File: config.mk
export PLATFORM = sky130hd
export DESIGN_NAME = dff_skid_slice
export DESIGN_NICKNAME = d
export VERILOG_FILES = /design/src/rtl/dff_skid_slice.sv
export SDC_FILE = /design/constraint.sdc
export NUM_CORES = 1
export LEC_CHECK = 0
export CORE_ASPECT_RATIO = 0.9
export CORE_MARGIN = 8
export CORE_UTILIZATION = 25
export DETAILED_ROUTE_END_ITERATION = 6
export DONT_BUFFER_PORTS = 1
export GPL_TIMING_DRIVEN = 0
export MAX_ROUTING_LAYER = met4
export PLACE_DENSITY = 0.45
export RECOVER_POWER = 25
export SKIP_LAST_GASP = 1
export SLEW_MARGIN = 10
export SYNTH_ARGS = -nofsm -noshare
export SYNTH_HDL_FRONTEND = slang
export SYNTH_SLANG_ARGS = --single-unit
File: constraint.sdc
create_clock -name clk -period 3.49 [get_ports clk]
set_input_delay 0.5235 -clock clk [delete_from_list [all_inputs] [get_ports clk]]
set_output_delay 0.5235 -clock clk [all_outputs]
set_load 0.01 [all_outputs]
File: src/rtl/dff_skid_slice.sv
// Valid/ready register slice with a 2-entry skid buffer; in_ready and out_valid come from registered state only.
// Optional stall cycle counter enabled by defining DFF_SKID_STALL_CNT_EN.
module dff_skid_slice #(
    parameter int N     = 5,
    parameter int CNT_W = 16
) (
    input  logic             clk,
    input  logic             rst,
    input  logic [N-1:0]     in_data,
    input  logic             in_valid,
    output logic             in_ready,
    output logic [N-1:0]     out_data,
    output logic             out_valid,
    input  logic             out_ready
`ifdef DFF_SKID_STALL_CNT_EN
    ,
    output logic [CNT_W-1:0] stall_cnt
`endif
);

    // state | meaning
    // EMPTY | no word held, out_valid=0
    // ONE   | main_q holds the word being presented
    // TWO   | main_q presented, skid_q holds the next word, in_ready=0
    typedef enum logic [1:0] {
        EMPTY = 2'd0,
        ONE   = 2'd1,
        TWO   = 2'd2
    } state_e;

    state_e         state_q, state_d;
    logic [N-1:0]   main_q, main_d;
    logic [N-1:0]   skid_q, skid_d;
    logic           in_fire;
    logic           out_fire;

    assign in_ready  = (state_q != TWO);
    assign out_valid = (state_q != EMPTY);
    assign out_data  = main_q;
    assign in_fire   = in_valid & in_ready;
    assign out_fire  = out_valid & out_ready;

    always_ff @(posedge clk) begin
        if (rst) begin
            state_q <= EMPTY;
            main_q  <= '0;
            skid_q  <= '0;
        end else begin
            state_q <= state_d;
            main_q  <= main_d;
            skid_q  <= skid_d;
        end
    end

    always_comb begin
        state_d = state_q;
        main_d  = main_q;
        skid_d  = skid_q;
        case (state_q)
            EMPTY: begin
                if (in_fire) begin
                    main_d  = in_data;
                    state_d = ONE;
                end
            end
            ONE: begin
                if (in_fire && out_fire) begin
                    main_d = in_data;
                end else if (in_fire) begin
                    skid_d  = in_data;
                    state_d = TWO;
                end else if (out_fire) begin
                    state_d = EMPTY;
                end
            end
            TWO: begin
                if (out_fire) begin
                    main_d  = skid_q;
                    state_d = ONE;
                end
            end
            default: begin
                state_d = EMPTY;
            end
        endcase
    end

`ifdef DFF_SKID_STALL_CNT_EN
    logic [CNT_W-1:0] stall_q, stall_d;

    // Saturating: holds at all-ones rather than wrapping.
    always_comb begin
        stall_d = stall_q;
        if (out_valid && !out_ready && (stall_q != {CNT_W{1'b1}})) begin
            stall_d = stall_q + 1'b1;
        end
    end

    always_ff @(posedge clk) begin
        if (rst) begin
            stall_q <= '0;
        end else begin
            stall_q <= stall_d;
        end
    end

    assign stall_cnt = stall_q;
`else
    logic [CNT_W-1:0] unused_stall;
    assign unused_stall = '0;
`endif

endmodule

Word level (Yosys, flattened, before mapping):

Index checks and enable logic that the tools add are counted.

* flip-flop bits (word level): 12
* bits in latches: 0
* bits in writable memories: 0
* ROM bits: 0
* input bits: 9
* output and inout bits: 7
* memories kept: 0

* $add $sub $neg: 0
* multipliers: 0
* div/mod/pow operators: 0
* $lt $le $gt $ge: 0
* equality and inequality tests: 8
* shift-type cells: 0
* muxes and demuxes: 10
* bitwise gates (word level): 3
* reductions and logical operators: 7

Operators with widths (number)
* $mux 5: 3
* $pmux 5 s3: 1
* $mux 2: 5
* $ne 2x2->1 const B: 5
* $reduce_and 4->1: 2
* $pmux 2 s3: 1
* $ne 3x3->1 const B: 1
* $reduce_and 3->1: 1
* $reduce_bool 3->1: 1
* $and 1x1->1: 2
* $eq 2x1->1 const B: 1
* $eq 2x2->1 const B: 1
* $logic_not 2->1: 1
* $reduce_bool 2->1: 1
* $logic_and 1x1->1: 1
* $not 1->1: 1

Longest topological paths before layout:

Gate-level depths: netlist (run 1).

* word-level depth: 6
* depth in mapped cells: 4
* depth with buffers taken out: 3

Worst setup path after synthesis (run 1):

Ideal clock, no wire load.

* kind: input to register
* start: in in_valid
* end: reg skid_q[0]
* setup time: 0.128 ns
* data arrival time: 1.184 ns
* required time: 3.362 ns
* slack: 2.179 ns
* stages: 4
* cells stage by stage: nor4bb_1 -> buf_2 -> mux2i_1 -> nor2_1

* cells in the longest elaborated chain, start to end: 4

RTL lines
* from (decl): line 10 `input logic in_valid,`
* $and 1x1->1 *: line 40 `assign in_fire = in_valid & in_ready;`
* $logic_and 1x1->1: line 67 `if (in_fire && out_fire) begin`
* $not 1->1 (no source line)
* $reduce_and 3->1 (no source line) *
* to (signal assigned): line 51 `skid_q <= skid_d;`
* to (decl): line 33 `logic [N-1:0] skid_q, skid_d;`

Mark *: on every way between the ends. The rest lies on a longest branch, timed or not.
A chain may end at the register's enable or synchronous reset.

Final worst setup path (run 1):

* start: reg state_q[0]
* end: out in_ready

* cells in the longest elaborated chain, start to end: 1

RTL lines
* from (decl): line 31 `state_e state_q, state_d;`
* from (signal assigned): line 49 `state_q <= state_d;`
* $ne 2x2->1: line 37 `assign in_ready = (state_q != TWO);`
* to (decl): line 11 `output logic in_ready,`

No other way between the ends.

==> results of run 1 <==
## through the flow
stage                     instance area (µm²)  hold slack, ns  worst slack, ns  instances    util
after floorplan                         579.3          0.4596            2.179         57       -
after global placement                  613.1          0.4724            2.080         84  0.2810
after detailed placement                613.1          0.4856            2.090         84  0.2810
after CTS                               635.6          0.3028            1.912         87  0.2913
after global routing                    634.4          0.2951            1.657         87  0.2907
final                                   634.4          0.3140            1.740         87  0.2907
## cell type report
class,count,share of cell area
Sequential cell,12,0.3787
Clock buffer,3,0.03550
Buffer,5,0.04536
Multi-Input combinational cell,40,0.4872
Tap cell,27,0.05325
## cell usage after synthesis, drive strengths merged
cell type	n
a211oi	10
a21o	2
nor2b	1
o21bai	1
dfxtp	12
a21oi	1
nor2	6
o21ba	1
or2	1
nand2b	2
mux2i	10
nand2	1
clkbuf	1
and3b	1
or3b	1
and2	1
nor4bb	1
buf	4
## sequential cells by signal (all words and copies together), names as in the netlist
name      cells
out_data      5
skid_q        5
state_q       2
## cell families after synthesis
| group | Yosys count |
|---|---|
| AO/OA/AOI/OAI | 15 |
| buffers and inverters | 5 |
| flip-flops | 12 |
| multiplexers | 10 |
| AND/OR/NAND/NOR | 15 |
## critical path, delay by kind of cell (launching register included)
kind	cells	cell delay (ns)
buf+inv	1	0.43
flops	1	0.41
simple gates	1	0.12
## path summary, 6_finish.rpt
kind	start	endpoint	slack (ns)
worst max-delay path	state_q[0]$_SDFFE_PP0P_	in_ready	1.74
worst min-delay path	rst	out_data[2]$_SDFFE_PP0P_	0.31
worst max register to register	state_q[0]$_SDFFE_PP0P_	out_data[3]$_SDFFE_PP0P_	2.04
worst min register to register	skid_q[4]$_SDFFE_PP0P_	skid_q[4]$_SDFFE_PP0P_	0.50
## report_power, final
part | leakage (nW) | switching [mW] | internal (mW)
registers | 0.0984 | 0.00900 | 0.145
logic | 0.157 | 0.0164 | 0.0178
clock network | 0.0138 | 0.0434 | 0.0399
## placed cells by master, fill, tap and decap left out
cell,count
dfxtp_1,12
mux2i_1,10
a211oi_1,10
nor2_1,6
clkbuf_4,3
nand2b_1,2
clkbuf_1,2
buf_2,2
or2_2,1
nor2b_1,1
and3b_1,1
buf_6,1
a21o_4,1
nor4bb_1,1
nand2_1,1
or3b_1,1
a21o_1,1
and2_1,1
o21bai_2,1
a21oi_1,1
o21ba_1,1
## per-layer routing
metal | routed length (µm) | track usage
met1 | 557 | 0.08021
met2 | 566 | 0.08856
met3 | 88 | 0.03818
met4 | 10 | 0.02736
met5 | 0 | -
==> flow_metrics.tcl, run 1 <==
set metrics [dict create \
    status "finished, final reports clean" \
    dieArea_mm2 0.004116 \
    clock_skew_ns 0.004176 \
    ctsRootBufferMaster "clkbuf_4" \
    post-dp-hpwl_um 937.5 \
    area_growth_pct 9.503 \
    hp-class "in -> reg" \
    cts.htree.levels 1 \
    start_util 0.2655 \
    fp-row-count 16 \
    post_cts_resized 0 \
    viasPerCell 4.621 \
    yosysTopAreaCellShare 0.4147 \
    reg2regPathDepth 4 \
    synth_area_per_cell_um2 10.16 \
    synth_simple_gate_area_frac 0.1469 \
    yosys.area.top_type "dfxtp_1" \
    drt-initial-drc-count 3 \
    cp.required_ns 2.97 \
    cts_made_buffers 3 \
    multi_input_area_um2 309.0 \
    grt_pass1_wl_mm 1.883 \
    port_buffers 0 \
    slew_headroom 0.6409 \
    hold_viol 0 \
    cp_slowest_stage_delay_ns 0.43 \
    crit_type "reg -> out" \
    crit_path_cell_trace "nand2b_1 -> clkbuf_1" \
    yosysWarnings 0 \
    seq_area_frac_synth 0.4147 \
    cts_max_path_buffers 2 \
    gr-total-overflow 0 \
    firstDrtPassIters 4 \
    worstSetupEndpointType "output pin" \
    synth-xor-area-share 0 \
    synth_compound_area_frac 0.2138 \
    setup_viol 0 \
    muxShareOfSynthArea 0.1728 \
    yosysUniqueCellTypes 20 \
    p_leak_nw 0.2694 \
    routabilityCongestion 0.7174 \
    grt_max_degree 11 \
    cts.clk_slew.worst_paths_ns 0.07 \
    first_global_vias 372 \
    crit_fanout 7 \
    synth_fa_ha_area_frac 0 \
    antenna_found_initial 0 \
    synth_cells 57 \
    hold_buffers 0 \
    p_per_area_mw_per_mm2 428.4 \
    pin_count 16 \
    synthesis.nets 66 \
    routed-via-count 402 \
    post_cts_buffers 0 \
    worstSetupStartpointType "flop" \
    peakVddDrop_v 0.0002039 \
    finalMaxSlewViolations 0 \
    regArea_um2 240.2 \
    drive_above_1_share 0.1500 \
    drv_cap 0 \
    final_nets 71 \
    route.detailed.drc 0 \
    fillCellCount 231 \
    grt_use_total 0.06685 \
    clk-insertion-delay-late_ns 0.27 \
    dieHeight_um 61.67 \
    synthTopCellsByArea "dfxtp_1 41%, mux2i_1 17%, a211oi_1 13%" \
    crit_slowest_cell "clkbuf_1" \
    fmax_mhz 571.3 \
    ant_nets 0 \
    syn_area_um2 579.3 \
    fin_crit_sh 0.5016 \
    synth_top_family_by_area "compound AO/OA/AOI/OAI gates" \
    routed_wl_mm 1.224 \
    synth_seq_cells 12 \
    core_area_mm2 0.002182 \
    hold_depth 1 \
    fin_setup_tns_ns 0 \
    antenna_cells 0 \
    min_period_ns 1.750 \
    cp.arrival_ns 1.23 \
    total_power_mw 0.2718 \
    wl_per_cell_um 14.07 \
    rsz0062_at_grt "no" \
    die_w_um 66.74 \
    clock-sinks 12 \
    tightest_slew_ns 0.5386 \
    cts_tree "done" \
]
Note: power is estimated with default switching activity, not from simulation.
==> inputs of run 2 (changes only) <==
==> constraint.sdc (replaced) <==
create_clock -name clk -period 1.76 [get_ports clk]
set_input_delay 0.264 -clock clk [delete_from_list [all_inputs] [get_ports clk]]
set_output_delay 0.264 -clock clk [all_outputs]
set_load 0.01 [all_outputs]
==> flow_metrics.tcl, run 2 (same netlist as run 1, synthesis figures left out) <==
set metrics [dict create \
    fp-row-count 16 \
    whs_endpoint "out_data[2]$_SDFFE_PP0P_" \
    final_common_cell "dfxtp_1" \
    crit_buf_inv 1 \
    grt_pass1_wl_mm 1.883 \
    cts_max_path_buffers 2 \
    hold_depth 1 \
    grt_max_degree 11 \
    reg2regPathDepth 4 \
    peakVddDrop_v 0.0004043 \
    drt-initial-drc-count 3 \
    crit_path_cell_trace "nand2b_1 -> buf_2" \
    p_leak_nw 0.2706 \
    fin_setup_tns_ns 0 \
    hp-class "in -> reg" \
    mostFrequentLayoutCells "12 x dfxtp_1, 10 x mux2i_1, 10 x a211oi_1" \
    final_nets 71 \
    fmax_mhz 769.6 \
    route.detailed.drc 0 \
    cp.required_ns 1.50 \
    setup_viol 0 \
    first_global_vias 372 \
    placed_cell_area_um2 613.1 \
    viasPerCell 4.621 \
    dp_cells 84 \
    antenna_found_initial 0 \
    ant_nets 0 \
    min_period_ns 1.299 \
    die_w_um 66.74 \
    wl_per_cell_um 14.08 \
    area_growth_pct 9.719 \
    antenna_cells 0 \
    post_cts_resized 0 \
    ctsRootBufferMaster "clkbuf_4" \
    rsz0062_at_grt "no" \
    drive_above_1_share 0.1667 \
    core_area_mm2 0.002182 \
    fin_crit_sh 0.7383 \
    firstDrtPassIters 4 \
    cp.arrival_ns 1.04 \
    crit_type "reg -> out" \
    pin_count 16 \
    dieArea_mm2 0.004116 \
    routabilityCongestion 0.7174 \
    critPathTopFamily "flip-flops" \
    cts_made_buffers 3 \
    cts.htree.levels 1 \
    reg2reg_to "skid_q[4]$_SDFFE_PP0P_" \
    status "finished, final reports clean" \
    stdcell_count 87 \
    drv_cap 0 \
    hold_buffers 0 \
    port_buffers 0 \
    clock-sinks 12 \
    r2r-start "state_q[1]$_SDFFE_PP0P_" \
    start_util 0.2655 \
    dieHeight_um 61.67 \
    p_per_area_mw_per_mm2 848.1 \
    clock_skew_ns 0.004204 \
    worstSetupEndpointType "output pin" \
    post_cts_buffers 0 \
    slew_headroom 0.6873 \
    finalMaxSlewViolations 0 \
    hold_slack_ns 0.05443 \
    grt_use_total 0.06685 \
    cp_slowest_stage_delay_ns 0.41 \
    post-dp-hpwl_um 937.5 \
    crit_fanout 7 \
    cts_tree "done" \
    tightest_slew_ns 0.4690 \
    routed_wl_mm 1.225 \
    ff2ff_setup_slack_ns 0.51 \
    routed-via-count 402 \
    total_power_mw 0.5390 \
    hold_viol 0 \
    cts.clk_slew.worst_paths_ns 0.07 \
    crit_slowest_cell "dfxtp_1" \
    clk-insertion-delay-late_ns 0.27 \
    final_area_um2 635.6 \
    gr-total-overflow 0 \
    worstHoldStart "rst" \
    worstSetupStartpointType "flop" \
]
-- run 2: where the power goes --
group | internal, mW | switching, mW | total (mW)
clock | 0.0791 | 0.0862 | 0.165
sequential | 0.288 | 0.0178 | 0.306
combinational | 0.0354 | 0.0325 | 0.0679
total | 0.403 | 0.136 | 0.539
-- run 2: how the worst max path moves through the flow --
stage / start / endpoint / slack, ns / cells past startpoint
4_1_cts: state_q[0]$_SDFFE_PP0P_ / in_ready / 0.44 / 2
3_3_place_gp: state_q[0]$_SDFFE_PP0P_ / skid_q[3]$_SDFFE_PP0P_ / 0.50 / 4
6_report: state_q[0]$_SDFFE_PP0P_ / in_ready / 0.46 / 2
2_1_floorplan: state_q[1]$_SDFFE_PP0P_ / skid_q[0]$_SDFFE_PP0P_ / 0.63 / 4
5_1_grt: state_q[0]$_SDFFE_PP0P_ / in_ready / 0.39 / 2
3_5_place_dp: state_q[1]$_SDFFE_PP0P_ / skid_q[4]$_SDFFE_PP0P_ / 0.50 / 4
-- run 2: worst reg2reg max path, delay by kind of cell (launching register included) --
family / cells / cell delay [ns]
flip-flops: 1 / 0.36
AND/OR/NAND/NOR: 2 / 0.32
buffers and inverters: 1 / 0.25
multiplexers: 1 / 0.20
-- run 2: through the flow --
stage / utilization / setup WS [ns]
2_1_floorplan: - / 0.6258
3_5_place_dp: 0.2810 / 0.5027
5_1_grt: 0.2913 / 0.3932
3_3_place_gp: 0.2810 / 0.4957
4_1_cts: 0.2913 / 0.4411
6_report: 0.2913 / 0.4606
-- run 2: cell type report --
cell class	instances	area (µm²)
Buffer	5	30.03
Fill cell	230	1546
Multi-Input combinational cell	40	309.0
Tap cell	27	33.78
Sequential cell	12	240.2
Clock buffer	3	22.52
-- run 2: layer usage --
metal	share of wire	routed length [µm]	vias up	track usage
li1	-	-	213	-
met1	0.46	559	178	0.08021
met2	0.46	566	9	0.08856
met3	0.072	88	2	0.03818
met4	0.0082	10	0	0.02736
met5	0	0	-	-
